### config.mk
export PLATFORM = sky130hd
export DESIGN_NAME = spi_ram_ctrl
export DESIGN_NICKNAME = d
export VERILOG_FILES = /design/src/rtl/spi_ram_pkg.sv /design/src/rtl/spi_ram_array.sv /design/src/rtl/spi_ram_ctrl.sv
export SDC_FILE = /design/constraint.sdc
export NUM_CORES = 2
export LEC_CHECK = 0
export BUFFER_PORTS_ARGS = -buffer_cell sky130_fd_sc_hd__buf_2
export CORE_UTILIZATION = 50
export DETAILED_ROUTE_END_ITERATION = 8
export PLACE_DENSITY = 0.65
export SLEW_MARGIN = 10
export SYNTH_ARGS = -nofsm -noshare
export SYNTH_HDL_FRONTEND = slang
export SYNTH_SLANG_ARGS = --single-unit
### constraint.sdc
create_clock -name clk -period 10.14 [get_ports clk]
set_input_delay 1.014 -clock clk [delete_from_list [all_inputs] [get_ports clk]]
set_output_delay 1.014 -clock clk [all_outputs]
set_load 0.1 [all_outputs]
### src/rtl/spi_ram_pkg.sv
// Shared definitions for the SPI RAM controller: command encodings, FSM states
// and default memory geometry.
package spi_ram_pkg;

    localparam int DEFAULT_MEM_DEPTH = 256;
    localparam int DEFAULT_ADDR_SIZE = 8;

    typedef enum logic [1:0] {
        CMD_WR_ADDR = 2'b00,
        CMD_WR_DATA = 2'b01,
        CMD_RD_ADDR = 2'b10,
        CMD_RD_DATA = 2'b11
    } cmd_t;

    // Prefixed names keep the TX_HOLD state distinct from the TX_HOLD parameter.
    typedef enum logic [1:0] {
        ST_IDLE,
        ST_READ_ISSUE,
        ST_TX_HOLD
    } state_t;

endpackage

### src/rtl/spi_ram_array.sv
// Single-port 8-bit RAM: synchronous write, registered synchronous read,
// one access per cycle. Contents are never reset.
module spi_ram_array
    import spi_ram_pkg::*;
#(
    parameter int MEM_DEPTH = DEFAULT_MEM_DEPTH,
    parameter int ADDR_SIZE = DEFAULT_ADDR_SIZE
) (
    input  logic                 clk,
    input  logic                 en,
    input  logic                 we,
    input  logic [ADDR_SIZE-1:0] addr,
    input  logic [7:0]           wdata,
    output logic [7:0]           rdata
);

    logic [7:0] mem [MEM_DEPTH];
    logic [7:0] rdata_q;

    // Read data only changes on a read access, so it holds between reads.
    always_ff @(posedge clk) begin
        if (en) begin
            if (we) begin
                mem[addr] <= wdata;
            end else begin
                rdata_q <= mem[addr];
            end
        end
    end

    assign rdata = rdata_q;

endmodule

### src/rtl/spi_ram_ctrl.sv
// SPI RAM controller: decodes received SPI words into address/data/read
// commands and paces read data towards the serializer.
module spi_ram_ctrl
    import spi_ram_pkg::*;
#(
    parameter int MEM_DEPTH = DEFAULT_MEM_DEPTH,
    parameter int ADDR_SIZE = DEFAULT_ADDR_SIZE,
    parameter int TX_HOLD   = 9
) (
    input  logic       clk,
    input  logic       rst,
    input  logic [9:0] din,
    input  logic       rx_valid,
    output logic [7:0] dout,
    output logic       tx_valid,
    output logic       rd_err,
    output logic       ovf_err
);

    localparam int HOLD_W = (TX_HOLD > 1) ? $clog2(TX_HOLD) : 1;

    function automatic logic [ADDR_SIZE-1:0] wrap_addr(input logic [7:0] payload);
        return ADDR_SIZE'(32'(payload) % 32'(MEM_DEPTH));
    endfunction

    function automatic logic [ADDR_SIZE-1:0] next_addr(input logic [ADDR_SIZE-1:0] a);
        return (a == ADDR_SIZE'(MEM_DEPTH - 1)) ? '0 : a + ADDR_SIZE'(1);
    endfunction

    cmd_t                 cmd;
    logic [7:0]           payload;

    state_t               state_q,     state_d;
    logic [HOLD_W-1:0]    hold_cnt_q,  hold_cnt_d;
    logic [ADDR_SIZE-1:0] wr_addr_q,   wr_addr_d;
    logic [ADDR_SIZE-1:0] rd_addr_q,   rd_addr_d;
    logic                 rd_armed_q,  rd_armed_d;
    logic                 req_valid_q, req_valid_d;
    logic                 req_we_q,    req_we_d;
    logic [ADDR_SIZE-1:0] req_addr_q,  req_addr_d;
    logic [7:0]           req_data_q,  req_data_d;
    logic                 load_q,      load_d;
    logic [7:0]           dout_q,      dout_d;
    logic                 tx_valid_q,  tx_valid_d;
    logic                 rd_err_q,    rd_err_d;
    logic                 ovf_err_q,   ovf_err_d;
    logic [7:0]           arr_rdata;

    assign cmd     = cmd_t'(din[9:8]);
    assign payload = din[7:0];

    // Every array access is registered one cycle after decode, and only one word
    // is decoded per cycle, so writes and reads never collide on the single port.
    always_comb begin
        state_d     = state_q;
        hold_cnt_d  = hold_cnt_q;
        wr_addr_d   = wr_addr_q;
        rd_addr_d   = rd_addr_q;
        rd_armed_d  = rd_armed_q;
        req_valid_d = 1'b0;
        req_we_d    = 1'b0;
        req_addr_d  = req_addr_q;
        req_data_d  = req_data_q;
        rd_err_d    = 1'b0;
        ovf_err_d   = 1'b0;
        load_d      = (state_q == ST_READ_ISSUE);
        tx_valid_d  = load_q;
        dout_d      = load_q ? arr_rdata : dout_q;

        case (state_q)
            ST_READ_ISSUE: begin
                state_d    = ST_TX_HOLD;
                hold_cnt_d = '0;
            end
            ST_TX_HOLD: begin
                if (hold_cnt_q == HOLD_W'(TX_HOLD - 1)) begin
                    state_d    = ST_IDLE;
                    hold_cnt_d = '0;
                end else begin
                    hold_cnt_d = hold_cnt_q + HOLD_W'(1);
                end
            end
            default: ;
        endcase

        if (rx_valid) begin
            case (cmd)
                CMD_WR_ADDR: wr_addr_d = wrap_addr(payload);
                CMD_WR_DATA: begin
                    req_valid_d = 1'b1;
                    req_we_d    = 1'b1;
                    req_addr_d  = wr_addr_q;
                    req_data_d  = payload;
                    wr_addr_d   = next_addr(wr_addr_q);
                end
                CMD_RD_ADDR: begin
                    rd_addr_d  = wrap_addr(payload);
                    rd_armed_d = 1'b1;
                end
                CMD_RD_DATA: begin
                    rd_err_d  = !rd_armed_q;
                    ovf_err_d = (state_q != ST_IDLE);
                    if (rd_armed_q && state_q == ST_IDLE) begin
                        req_valid_d = 1'b1;
                        req_we_d    = 1'b0;
                        req_addr_d  = rd_addr_q;
                        rd_addr_d   = next_addr(rd_addr_q);
                        state_d     = ST_READ_ISSUE;
                    end
                end
                default: ;
            endcase
        end
    end

    // Clearing load_q on reset is what aborts an in-flight read.
    always_ff @(posedge clk) begin
        if (rst) begin
            state_q     <= ST_IDLE;
            hold_cnt_q  <= '0;
            wr_addr_q   <= '0;
            rd_addr_q   <= '0;
            rd_armed_q  <= 1'b0;
            req_valid_q <= 1'b0;
            req_we_q    <= 1'b0;
            req_addr_q  <= '0;
            req_data_q  <= '0;
            load_q      <= 1'b0;
            dout_q      <= '0;
            tx_valid_q  <= 1'b0;
            rd_err_q    <= 1'b0;
            ovf_err_q   <= 1'b0;
        end else begin
            state_q     <= state_d;
            hold_cnt_q  <= hold_cnt_d;
            wr_addr_q   <= wr_addr_d;
            rd_addr_q   <= rd_addr_d;
            rd_armed_q  <= rd_armed_d;
            req_valid_q <= req_valid_d;
            req_we_q    <= req_we_d;
            req_addr_q  <= req_addr_d;
            req_data_q  <= req_data_d;
            load_q      <= load_d;
            dout_q      <= dout_d;
            tx_valid_q  <= tx_valid_d;
            rd_err_q    <= rd_err_d;
            ovf_err_q   <= ovf_err_d;
        end
    end

    spi_ram_array #(
        .MEM_DEPTH(MEM_DEPTH),
        .ADDR_SIZE(ADDR_SIZE)
    ) u_array (
        .clk  (clk),
        .en   (req_valid_q),
        .we   (req_we_q),
        .addr (req_addr_q),
        .wdata(req_data_q),
        .rdata(arr_rdata)
    );

    assign dout     = dout_q;
    assign tx_valid = tx_valid_q;
    assign rd_err   = rd_err_q;
    assign ovf_err  = ovf_err_q;

endmodule

==> flow_summary.toml <==
[status]
status = "finished clean"

[sta]
finalSetupTns_ns = 0
setup_ws_ns = 5.09
period_share_pct = 49.8
skew_ns = 0.0234
rsz0062_at_grt = "no"
clock.fmax_mhz = 198
worstMarginPinSlew_ns = 1.40
post-route-min-period_ns = 5.05
setup_viol = 0
relSlewSlack_pct = 5.34
holdWs_ns = 0.475
hold_violations = 0
report.final.slew_viol_count = 0

[critical_path]
worstPathCellList = "buf_4 -> buf_4 -> mux4_2 -> a22oi_1 -> a21oi_1 -> o41ai_1 -> nand4_1"
r2r_slack_ns = 5.09
cp-start-kind = "flip-flop"
cp_slowest_cell = "o41ai_1"
required_ns = 10.65
crit_arrival_ns = 5.56
cpMostUsedCell = "buf_4"
critPathMaxFanout = 63
worstSetupPathType = "reg2reg"
r2r_cells = 7
reg2reg_from = "req_addr_q[1]$_SDFFE_PP0P_"
end_kind = "flip-flop"
timing.rr.end = "u_array.rdata[2]$_DFFE_PP_"
max_stage_delay_ns = 1.16

[hold_path]
min_path_cells = 1
worstHoldEndpoint = "rd_err$_SDFF_PP0_"
min_from = "rd_armed_q$_SDFFE_PP0P_"
hp-class = "reg2reg"

[yosys]
ys_warn_count = 0
yosysSeqAreaShare_pct = 77.6
ys_types = 47
yosys-top-cells-area = "edfxtp_1, mux4_2, a22oi_1"
synth_nets = 3846
synthXorXnorAreaFrac_pct = 0.0433
netlist_area_um2 = 80900
synth_ff_type = "edfxtp_1"
ys_seq_elements = 2109
synth-adder-area-share_pct = 0.124
synth_top_cell_area_share_pct = 76.3
yosys.cell_count.top_type = "edfxtp_1"
synthMuxAreaShare_pct = 14.4
yosys-top-cells-count = "edfxtp_1, mux4_2, nor2_1"
syn_area_per_cell_um2 = 21.1
synth-edff-count = 2056
synth_top_area_cell = "edfxtp_1"
syn-instance-count = 3825
synth_top_family_by_area = "multiplexers"
synth-simple-area-share_pct = 2.26
async_reset_ff_share_pct = 0
synth_compound_area_share_pct = 4.11

[cts]
root_buffer = "clkbuf_16"
tritoncts = "done"
cts_resized = 0
cts_buffers = 203
clock_sinks = 2109
clkTransAtPathRegs_ns = 0.06
worstSkewPairLatency_ns = 0.82
cts_max_level = 4
cts.path.max_buffers = 3
post-cts-setup-buffer-count = 0
hold_buffers = 0

[final_layout]
drive_above_1_share_pct = 22.7
post-route-util_pct = 55.9
area_growth_pct = 10.9
fin_nets = 3902

[power_and_ir_drop]
pwr_density_cell_nw_per_um2 = 193
total_power_mw = 17.3
irDropWorstVdd_v = 0.000168
p_leak_nw = 29.7

[route]
ant_nets = 0
drt-initial-drc-count = 4781
vias_per_cell = 6.28
route.detailed.drc = 0
drt_pass1_iterations = 5
drt_wl_total_um = 191000
via_count = 39000
wire_per_inst_um = 30.7

[global_route]
grt_pass1_wl_um = 275000
grt_overflow = 0
antenna_found_initial = 2
grtUsageTotal_pct = 23.5
grt_pass1_vias = 38800
grt_max_degree = 128

[floorplan]
die_area_um2 = 163000
top_level_ports = 24
fp.coreArea_um2 = 161000
initial_core_util_pct = 50.4
rows = 147
die_h_um = 404
die_w_um = 404

[run]
maxCapViolations = 0

[placement]
gp_congestion = 0.806
io_buffers = 23
dp_slack_ns = 5.09
post-dp-hpwl_um = 109000
## worst max-delay path by stage
stage,from,slack [ns],endpoint
CTS,req_addr_q[0]$_SDFFE_PP0P_,5.09,u_array.rdata[2]$_DFFE_PP_
detailed placement,req_addr_q[0]$_SDFFE_PP0P_,5.09,u_array.rdata[2]$_DFFE_PP_
global placement,req_addr_q[1]$_SDFFE_PP0P_,4.72,u_array.rdata[0]$_DFFE_PP_
floorplan,req_data_q[0]$_SDFFE_PP0P_,5.89,u_array.mem[0][0]$_DFFE_PP_
global route,req_addr_q[0]$_SDFFE_PP0P_,4.96,u_array.rdata[2]$_DFFE_PP_
finish,req_addr_q[1]$_SDFFE_PP0P_,5.09,u_array.rdata[2]$_DFFE_PP_
## per-layer routing
layer  part of all wire (%)  wire [um]  track usage [%]  vias to the layer above
met3                    7.9      15100             4.28                      282
met2                     48      92000             36.8                     1820
met1                     41      78500             33.9                    20700
met5                      0          0                0                        -
li1                       -          -                -                    16200
met4                    2.6       5000             6.94                        0
## kinds of logic after synthesis
kind of cell	count (synthesis)
simple gates	443
flops	2109
compound gates	486
mux	521
buf+inv	254
xor+xnor	4
fa+ha+maj	8
## metrics by stage
stage	instance area (um2)	std cells
3_3_place_gp	83400	5834
4_1_cts	89700	6204
2_1_floorplan	80900	3825
3_5_place_dp	83400	5836
6_report	89700	6206
5_1_grt	89700	6204
## critical path, delay by kind of cell (launching register included)
family,cells,cell delay (ns)
and+or+nand+nor,1,0.21
muxes,1,0.41
DFF,1,0.62
AOI/OAI and AO/OA,3,1.72
buffers and inverters,2,1.64
## cell type report
class                      instances  area (um2)
fill                           11700       70900
sequential                      2109       62800
multi-input combinational       1462       17100
clock buffer                     263        5490
tap                             2160        2700
clock inverter                   105         758
timing repair buffer              97         758
inverter                           8        30.0
antenna                            2        5.00
## where the power goes
group          switching [mW]  internal (mW)  leakage, nW
Sequential             0.0377           9.51         22.2
Clock                    3.13           4.05         3.05
Combinational           0.382          0.209         4.53
## state kept, by name (all words and copies together) (netlist names)
name           count
dout               8
hold_cnt_q         4
load_q             1
ovf_err            1
rd_addr_q          8
rd_armed_q         1
rd_err             1
req_addr_q         8
req_data_q         8
req_valid_q        1
req_we_q           1
state_q            2
tx_valid           1
u_array.mem     2048
u_array.rdata      8
wr_addr_q          8
## layout by cell type, fill, tap and decap left out, types with 3 or more instances in the layout
| master | n |
|---|---|
| a211oi_1 | 6 |
| a21oi_1 | 150 |
| a22oi_1 | 254 |
| a22oi_2 | 5 |
| a311oi_1 | 9 |
| and4_1 | 3 |
| buf_12 | 7 |
| buf_2 | 23 |
| buf_4 | 67 |
| bufinv_16 | 10 |
| clkbuf_1 | 49 |
| clkbuf_16 | 210 |
| clkbuf_8 | 4 |
| clkinv_1 | 64 |
| clkinv_2 | 23 |
| clkinv_8 | 3 |
| dfxtp_1 | 43 |
| dfxtp_4 | 10 |
| edfxtp_1 | 2056 |
| ha_1 | 8 |
| inv_1 | 8 |
| mux2i_1 | 9 |
| mux4_2 | 512 |
| nand2_1 | 59 |
| nand2_2 | 16 |
| nand2b_1 | 4 |
| nand3_1 | 20 |
| nand4_1 | 10 |
| nor2_1 | 292 |
| nor2b_1 | 14 |
| nor3_1 | 6 |
| nor3b_1 | 3 |
| o21ai_0 | 15 |
| o41ai_1 | 16 |
| o41ai_2 | 16 |
Power figures use the tool's default switching activity.
